File: src/rtl/cmd_responder_pkg.sv
// Shared types and defaults for the command responder and its byte receiver.
package cmd_responder_pkg;

    localparam int DEFAULT_BAUD_CYCLES = 2604;
    localparam int FRAME_BITS          = 10;   // start + 8 data + stop

    typedef enum logic {ASM_HIGH, ASM_LOW}  asm_state_t;
    typedef enum logic {TX_IDLE, TX_SHIFT}  tx_state_t;
    typedef enum logic {RX_IDLE, RX_BUSY}   rx_state_t;

endpackage

File: src/rtl/uart_byte_rx.sv
// 8N1 byte receiver: synchronises RX, finds the start edge, samples mid-bit,
// and reports a good byte (rx_rdy) or a bad stop bit (rx_err).
module uart_byte_rx
    import cmd_responder_pkg::*;
#(
    parameter int BAUD_CYCLES = DEFAULT_BAUD_CYCLES
) (
    input  logic       clk,
    input  logic       rst,
    input  logic       i_rx,
    output logic [7:0] rx_data,
    output logic       rx_rdy,
    output logic       rx_err,
    output logic       rx_start
);

    localparam int                BAUD_W    = $clog2(BAUD_CYCLES);
    localparam logic [BAUD_W-1:0] BAUD_LAST = BAUD_W'(BAUD_CYCLES - 1);
    localparam logic [BAUD_W-1:0] HALF_LAST = BAUD_W'(BAUD_CYCLES / 2 - 1);
    localparam int                BIT_W     = $clog2(FRAME_BITS);
    localparam logic [BIT_W-1:0]  STOP_IDX  = BIT_W'(FRAME_BITS - 1);

    logic              r_rx_meta;
    logic              r_rx_sync;
    logic              r_rx_prev;
    rx_state_t         r_state;
    logic [BAUD_W-1:0] r_baud_cnt;
    logic [BIT_W-1:0]  r_bit_idx;
    logic [7:0]        r_shift;
    logic [7:0]        r_data;
    logic              r_rdy;
    logic              r_err;
    logic              r_start;

    logic w_fall;
    logic w_baud_hit;

    assign w_fall     = r_rx_prev & ~r_rx_sync;
    // The start bit is sampled half a bit in; every later bit a full bit after.
    assign w_baud_hit = (r_baud_cnt == ((r_bit_idx == '0) ? HALF_LAST : BAUD_LAST));

    // NOTE: non-blocking assignments so every flop here samples pre-edge values.
    always_ff @(posedge clk or posedge rst) begin
        if (rst) begin
            r_rx_meta  <= 1'b1;
            r_rx_sync  <= 1'b1;
            r_rx_prev  <= 1'b1;
            r_state    <= RX_IDLE;
            r_baud_cnt <= '0;
            r_bit_idx  <= '0;
            r_shift    <= '0;
            r_data     <= '0;
            r_rdy      <= 1'b0;
            r_err      <= 1'b0;
            r_start    <= 1'b0;
        end else begin
            r_rx_meta <= i_rx;
            r_rx_sync <= r_rx_meta;
            r_rx_prev <= r_rx_sync;
            r_rdy     <= 1'b0;
            r_err     <= 1'b0;
            r_start   <= 1'b0;
            case (r_state)
                RX_IDLE: begin
                    if (w_fall) begin
                        r_state    <= RX_BUSY;
                        r_baud_cnt <= '0;
                        r_bit_idx  <= '0;
                        r_start    <= 1'b1;
                    end
                end
                RX_BUSY: begin
                    if (!w_baud_hit) begin
                        r_baud_cnt <= r_baud_cnt + 1'b1;
                    end else begin
                        r_baud_cnt <= '0;
                        r_bit_idx  <= r_bit_idx + 1'b1;
                        if (r_bit_idx == '0) begin
                            if (r_rx_sync) begin
                                r_state   <= RX_IDLE;   // glitch, not a real start bit
                                r_bit_idx <= '0;
                            end
                        end else if (r_bit_idx == STOP_IDX) begin
                            r_state   <= RX_IDLE;
                            r_bit_idx <= '0;
                            if (r_rx_sync) begin
                                r_data <= r_shift;
                                r_rdy  <= 1'b1;
                            end else begin
                                r_err  <= 1'b1;
                            end
                        end else begin
                            r_shift <= {r_rx_sync, r_shift[7:1]};
                        end
                    end
                end
            endcase
        end
    end

    assign rx_data  = r_data;
    assign rx_rdy   = r_rdy;
    assign rx_err   = r_err;
    assign rx_start = r_start;

endmodule

File: src/rtl/cmd_responder.sv
// Remote command endpoint: assembles two received bytes into a 16-bit command
// and transmits one-byte responses, full duplex over an 8N1 link.
module cmd_responder
    import cmd_responder_pkg::*;
#(
    parameter int BAUD_CYCLES  = DEFAULT_BAUD_CYCLES,
    parameter int BYTE_TIMEOUT = 1_000_000
) (
    input  logic        clk,
    input  logic        rst,
    input  logic        RX,
    output logic        TX,
    output logic [15:0] cmd,
    output logic        cmd_rdy,
    input  logic        clr_cmd_rdy,
    input  logic [7:0]  resp,
    input  logic        snd_resp,
    output logic        resp_sent,
    output logic        frame_err
);

    localparam int                BAUD_W    = $clog2(BAUD_CYCLES);
    localparam logic [BAUD_W-1:0] BAUD_LAST = BAUD_W'(BAUD_CYCLES - 1);
    localparam int                BIT_W     = $clog2(FRAME_BITS);
    localparam logic [BIT_W-1:0]  STOP_IDX  = BIT_W'(FRAME_BITS - 1);
    localparam int                TMO_W     = $clog2(BYTE_TIMEOUT + 1);
    localparam logic [TMO_W-1:0]  TMO_LIMIT = TMO_W'(BYTE_TIMEOUT);

    logic [7:0] w_rx_data;
    logic       w_rx_rdy;
    logic       w_rx_err;
    logic       w_rx_start;

    uart_byte_rx #(
        .BAUD_CYCLES(BAUD_CYCLES)
    ) u_rx (
        .clk      (clk),
        .rst      (rst),
        .i_rx     (RX),
        .rx_data  (w_rx_data),
        .rx_rdy   (w_rx_rdy),
        .rx_err   (w_rx_err),
        .rx_start (w_rx_start)
    );

    asm_state_t       r_asm;
    logic [7:0]       r_high;
    logic [15:0]      r_cmd;
    logic             r_cmd_rdy;
    logic [TMO_W-1:0] r_tmo_cnt;
    logic             r_tmo_run;

    // Later assignments win, so a completing command's set beats any clear.
    always_ff @(posedge clk or posedge rst) begin
        if (rst) begin
            r_asm     <= ASM_HIGH;
            r_high    <= '0;
            r_cmd     <= '0;
            r_cmd_rdy <= 1'b0;
            r_tmo_cnt <= '0;
            r_tmo_run <= 1'b0;
        end else begin
            if (clr_cmd_rdy || (w_rx_start && r_asm == ASM_HIGH))
                r_cmd_rdy <= 1'b0;

            if (w_rx_start) begin
                r_tmo_run <= 1'b0;
            end else if (r_tmo_run) begin
                if (r_tmo_cnt == TMO_LIMIT) begin
                    r_asm     <= ASM_HIGH;
                    r_tmo_run <= 1'b0;
                    r_tmo_cnt <= '0;
                end else begin
                    r_tmo_cnt <= r_tmo_cnt + 1'b1;
                end
            end

            if (w_rx_err) begin
                r_asm     <= ASM_HIGH;
                r_tmo_run <= 1'b0;
                r_tmo_cnt <= '0;
            end else if (w_rx_rdy) begin
                r_tmo_cnt <= '0;
                case (r_asm)
                    ASM_HIGH: begin
                        r_high    <= w_rx_data;
                        r_asm     <= ASM_LOW;
                        r_tmo_run <= 1'b1;
                    end
                    ASM_LOW: begin
                        r_cmd     <= {r_high, w_rx_data};
                        r_cmd_rdy <= 1'b1;
                        r_asm     <= ASM_HIGH;
                        r_tmo_run <= 1'b0;
                    end
                endcase
            end
        end
    end

    tx_state_t         r_tx_state;
    logic [9:0]        r_tx_shift;
    logic [BAUD_W-1:0] r_tx_baud;
    logic [BIT_W-1:0]  r_tx_bit;
    logic              r_resp_sent;

    // TX is the shifter LSB; refilling with ones leaves the line idle-high.
    always_ff @(posedge clk or posedge rst) begin
        if (rst) begin
            r_tx_state  <= TX_IDLE;
            r_tx_shift  <= '1;
            r_tx_baud   <= '0;
            r_tx_bit    <= '0;
            r_resp_sent <= 1'b0;
        end else begin
            r_resp_sent <= 1'b0;
            case (r_tx_state)
                TX_IDLE: begin
                    if (snd_resp) begin
                        r_tx_shift <= {1'b1, resp, 1'b0};
                        r_tx_baud  <= '0;
                        r_tx_bit   <= '0;
                        r_tx_state <= TX_SHIFT;
                    end
                end
                TX_SHIFT: begin
                    if (r_tx_baud != BAUD_LAST) begin
                        r_tx_baud <= r_tx_baud + 1'b1;
                    end else begin
                        r_tx_baud  <= '0;
                        r_tx_shift <= {1'b1, r_tx_shift[9:1]};
                        if (r_tx_bit == STOP_IDX) begin
                            r_tx_bit    <= '0;
                            r_tx_state  <= TX_IDLE;
                            r_resp_sent <= 1'b1;
                        end else begin
                            r_tx_bit <= r_tx_bit + 1'b1;
                        end
                    end
                end
            endcase
        end
    end

    assign TX        = r_tx_shift[0];
    assign cmd       = r_cmd;
    assign cmd_rdy   = r_cmd_rdy;
    assign resp_sent = r_resp_sent;
    assign frame_err = w_rx_err;

endmodule

File: config.mk
export PLATFORM = sky130hd
export DESIGN_NAME = cmd_responder
export DESIGN_NICKNAME = d
export VERILOG_FILES = /design/src/rtl/cmd_responder_pkg.sv /design/src/rtl/uart_byte_rx.sv /design/src/rtl/cmd_responder.sv
export SDC_FILE = /design/constraint.sdc
export NUM_CORES = 1
export LEC_CHECK = 0
export CORE_ASPECT_RATIO = 0.8
export CORE_MARGIN = 1
export CORE_UTILIZATION = 55
export DETAILED_ROUTE_END_ITERATION = 8
export DONT_BUFFER_PORTS = 1
export PLACE_DENSITY = 0.7
export SLEW_MARGIN = 30
export SYNTH_ARGS = -nofsm -noshare
export SYNTH_HDL_FRONTEND = slang
export SYNTH_SLANG_ARGS = --single-unit
File: constraint.sdc
create_clock -name clk -period 10.55 [get_ports clk]
set_input_delay 2.6375 -clock clk [delete_from_list [all_inputs] [get_ports clk]]
set_output_delay 2.6375 -clock clk [all_outputs]
set_load 0.02 [all_outputs]
-- Yosys cells after proc, flatten, opt, wreduce, memory -nomap -nowiden
Cells that the tools add are included.
- register bits: 114
- bits of input ports: 13
- logic and storage cells: 121
- bitwise gates (word level): 8
- add/sub/neg operators: 5
- multiplexer cells: 63
- equal/unequal tests: 10
- reduce and logical (&&, ||, !) cells: 13
- operator list (kind ; count):
    2-to-1 mux 20 bit ; 5
    2-to-1 mux 12 bit ; 5
    one-hot mux 12 bit (2 select lines) ; 2
    2-to-1 mux 1 bit ; 35
    2-to-1 mux 4 bit ; 8
    adder 12 x 1 -> 12 bit, second input constant ; 2
    adder 20 x 1 -> 20 bit, second input constant ; 1
    equality test 20 bit, second input constant ; 1
    2-to-1 mux 10 bit ; 2
    one-hot mux 10 bit (2 select lines) ; 1
    one-hot mux 4 bit (2 select lines) ; 2
    equality test 12 bit ; 1
    != test 12 bit, second input constant ; 1
    AND reduction 3 bit ; 3
    adder 4 x 1 -> 4 bit, second input constant ; 2
    equality test 4 bit, second input constant ; 2
    inverter 1 bit ; 7
    != test 2 bit, second input constant ; 3
    one-hot mux 1 bit (2 select lines) ; 3
    AND reduction 2 bit ; 3
    nonzero test 3 bit ; 2
    AND reduction 5 bit ; 1
    logical NOT 4 bit ; 1
    AND reduction 4 bit ; 1
    5 further kinds ; 5

-- Longest topological paths before layout
- word-level depth: 7
- gate-level depth with buffers: 8
- gate-level depth less buffers: 7

-- Hierarchy
Synthesis repeated with hierarchy kept, for this count alone.
- cell total of the unflattened synthesis: 516
- area, all modules: 5541.6 um^2
- modules (own cells, without submodules) (module ; cells an instance ; instances ; area an instance (um^2)):
    cmd_responder ; 344 ; 1 ; 3616.0
    uart_byte_rx ; 172 ; 1 ; 1925.6

-- Least setup slack after synthesis
OpenSTA, ideal clock, no wires.
- path type: input -> register
- start: input snd_resp
- end: register r_tx_bit[0]
- path buffers: 2
- arrival: 3374 ps
- setup time: 96 ps
- stages: 6
- required time: 10454 ps
- path slack: 7081 ps
- path through: nand2b_1 o41a_1 buf_2 buf_2 nand2_1 o31ai_1
- word-level cells in the longest chain between the ends: 2
- ends and longest elaborated chain (element ; RTL line ; RTL):
    from (decl) ; cmd_responder.sv:17 ; input logic snd_resp,
    != test 2 bit (no source line) ; - ;
    AND reduction 2 bit (no source line) ; - ;
    to (signal assigned) ; cmd_responder.sv:137 ; r_tx_bit <= r_tx_bit + 1'b1;
    to (decl) ; cmd_responder.sv:104 ; logic [BIT_W-1:0] r_tx_bit;
Every way passes these cells.
A chain may end at the register's enable or synchronous reset.

-- Final worst setup path
- start: register r_tx_shift[0]
- end: output TX
- RTL lines (element ; RTL line ; RTL):
    from (decl) ; cmd_responder.sv:102 ; logic [9:0] r_tx_shift;
    from (signal assigned) ; cmd_responder.sv:120 ; r_tx_shift <= {1'b1, resp, 1'b0};
    from (signal assigned) ; cmd_responder.sv:131 ; r_tx_shift <= {1'b1, r_tx_shift[9:1]};
    to (decl) ; cmd_responder.sv:12 ; output logic TX,
No word-level cell between the ends.

==> flow_metrics.py <==
metrics = {
    "worst_setup_path": {
        "crit_path_end_kind": "primary output",
        "critPathRequiredTime_ps": 7910,
        "critPathArrivalTime_ps": 1010,
        "reg2regPathDepth": 7,
        "r2r-start": "u_rx.r_bit_idx[0]",
        "r2r_slack_ps": 7800,
        "cp_max_fo": 2,
        "start_kind": "flop",
        "crit_type": "flop to primary output",
        "r2r-end": "u_rx.r_shift[4]",
    },
    "timing": {
        "hold_ws_ps": 356,
        "fin_worst_skew_ps": 8.37,
        "finalSetupViolCount": 0,
        "min_period_ps": 3650,
        "hold_viol": 0,
        "fmax_mhz": 274,
        "tightest_slew_ps": 918,
        "post-route-period-util_pct": 34.6,
        "maxSlewViolCount": 0,
        "slew_headroom_pct": 38.4,
        "rsz0062_at_grt": "false",
        "fin_setup_tns_ps": 0,
    },
    "cts": {
        "clock_latency_ps": 410,
        "cts-buffers-inserted": 17,
        "cts_tree": "yes",
        "cts_root_buf": "clkbuf_16",
        "clk_pin_slew_ps": 60,
        "postCtsSetupBuffers": 0,
        "hold_buffers": 0,
        "clock_path_buffers": 2,
        "h-tree-depth": 4,
        "clkSinkCount": 113,
        "post_cts_resized": 0,
    },
    "place": {
        "placed_area_um2": 5480,
        "hpwl_um": 6830,
        "gp_congestion": 0.799,
        "dp_cells": 606,
        "portBuffers": 0,
    },
    "floorplanning": {
        "die_y_um": 90.7,
        "io_pins": 33,
        "start_util_pct": 58.2,
        "row_count": 31,
        "dieArea_um2": 10200,
        "die_x_um": 113,
        "core_area_um2": 9310,
    },
    "cells_and_area": {
        "final_cell_mix": "101 x dfrtp_1, 61 x nand2_1, 33 x nor2_1, 33 x mux2_2, 26 x nand3_1",
        "antennaDiodeCount": 0,
        "final_common_cell": "dfrtp_1",
        "area_growth_pct": 12.0,
        "final_area_um2": 6060,
        "final_util_pct": 65.1,
        "finalNonFillerCells": 637,
        "nets": 532,
        "drive_above_1_share_pct": 19.2,
    },
    "routing": {
        "antenna_left": 0,
        "totalWireLength_um": 10800,
        "drt_iter0_markers": 282,
        "num_vias": 3849,
        "drc_errors": 0,
        "first_pass_iters": 5,
        "wl_per_cell_um": 17.0,
        "viasPerCell": 6.04,
    },
    "pwr": {
        "power.net_switching_uw": 295,
        "power_frac_seq_pct": 45.0,
        "intPower_uw": 840,
        "pwr-share-clk_pct": 47.6,
        "switching_share_pct": 26.0,
        "power.density_nw_per_um2": 187,
        "p_leak_uw": 0.00276,
        "combPwrFrac_pct": 7.4,
        "ir_drop_v": 0.000110,
    },
    "min_path": {
        "whs_endpoint": "u_rx.r_rx_sync",
        "hp-start": "u_rx.r_rx_meta",
        "min_path_type": "flop to flop",
        "holdPathStages": 0,
    },
    "synth": {
        "syn_area_um2": 5410,
        "synth_seq_area_share_pct": 52.5,
        "synth_fa_ha_area_share_pct": 2.08,
        "synth.area.mux_share_pct": 11.1,
        "synth-simple-area-share_pct": 18.7,
        "synthArstFlopShare_pct": 100,
        "syn_area_per_cell_um2": 10.6,
        "synth_top_family_by_area": "simple AND/OR/NAND/NOR gates",
        "syn_nets": 531,
        "synth_xor_area_share_pct": 1.29,
        "synth_seq_cells": 113,
        "yosysUniqueCellTypes": 59,
        "yosysWarnings": 0,
        "postSynthCellCount": 509,
        "synth-edff-count": 0,
        "synth-compound-area-share_pct": 11.2,
        "ys.flop_type": "dfrtp_1",
    },
    "global_routing": {
        "grt_usage_pct": 23.0,
        "antenna_found_initial": 0,
        "grt_pass1_wl_um": 18300,
        "grt_pass1_vias": 3707,
        "grt_max_degree": 67,
        "gr-total-overflow": 0,
    },
    "status": {
        "status": "complete, no violations",
    },
    "job": {
        "max-cap-violations": 0,
    },
}
==> per-stage QoR <==
stage	setup WS (ps)	power (uW)
after CTS	6890	1140
after detailed placement	6660	602
after global routing	6880	1180
after floorplan	4950	576
after global placement	6660	595
final	6900	1130
==> worst max path at each step <==
| stage | cells after the start | slack, ps | from | end |
|---|---|---|---|---|
| detailed placement | 2 | 6660 | rst | u_rx.r_baud_cnt[2] |
| global placement | 2 | 6660 | rst | u_rx.r_baud_cnt[2] |
| global route | 0 | 6880 | r_tx_shift[0] | TX |
| finish | 0 | 6900 | r_tx_shift[0] | TX |
| floorplan | 1 | 4950 | rst | cmd[0] |
| CTS | 0 | 6890 | r_tx_shift[0] | TX |
==> layout make-up <==
class / count / area (um2)
Inverter: 19 / 73.8
Tap cell: 115 / 144
Fill cell: 704 / 3250
Clock inverter: 13 / 130
Timing Repair Buffer: 2 / 15.0
Clock buffer: 18 / 439
Sequential cell: 113 / 2840
Multi-Input combinational cell: 357 / 2420
==> cells by family after synthesis <==
logic type	Yosys count
AO/OA/AOI/OAI	96
XOR/XNOR	8
adder cells (fa/ha/maj)	9
buffers and inverters	39
flip-flops	113
multiplexers	52
AND/OR/NAND/NOR	192
==> cells in the mapped netlist, drive strengths merged, types with 8 or more instances <==
| cell type | number | area, um2 |
|---|---|---|
| dfrtp | 101 | 2530 |
| nand2 | 61 | 229 |
| mux2 | 41 | 492 |
| o21ai | 38 | 190 |
| nor2 | 35 | 134 |
| nand3 | 27 | 140 |
| inv | 19 | 71.3 |
| a21oi | 17 | 88.8 |
| clkbuf | 13 | 48.8 |
| dfstp | 12 | 315 |
| mux2i | 11 | 110 |
| a31oi | 10 | 62.6 |
| ha | 9 | 113 |
| nor3 | 9 | 45.0 |
| and3 | 8 | 50.1 |
| nand4 | 8 | 50.1 |
| o31ai | 8 | 65.1 |
==> registers in the layout, indices dropped and copies added (netlist names), 4 cells and up <==
name	cells
u_rx.rx_data	8
r_tx_bit	4
u_rx.r_baud_cnt	12
u_rx.r_bit_idx	4
r_tx_baud	12
r_high	8
r_tx_shift	9
u_rx.r_shift	8
r_tmo_cnt	20
cmd	16
==> power groups by stage <==
stage          registers (uW)  clock network, uW  logic [uW]
2_1_floorplan             505                  0        71.2
3_5_place_dp              516                  0        85.9
6_report                  510                540        84.5
3_3_place_gp              514                  0        80.8
5_1_grt                   516                569        98.5
4_1_cts                   509                548        85.5
==> routing by layer <==
metal / global-route usage [%] / up-vias / share of wire (%)
li1: - / 1849 / -
met4: 8.11 / 0 / 1.1
met3: 6.51 / 14 / 3.5
met1: 32.3 / 1913 / 49
met5: 0 / - / 0
met2: 34.2 / 73 / 47
Power figures use the tool's default switching activity.
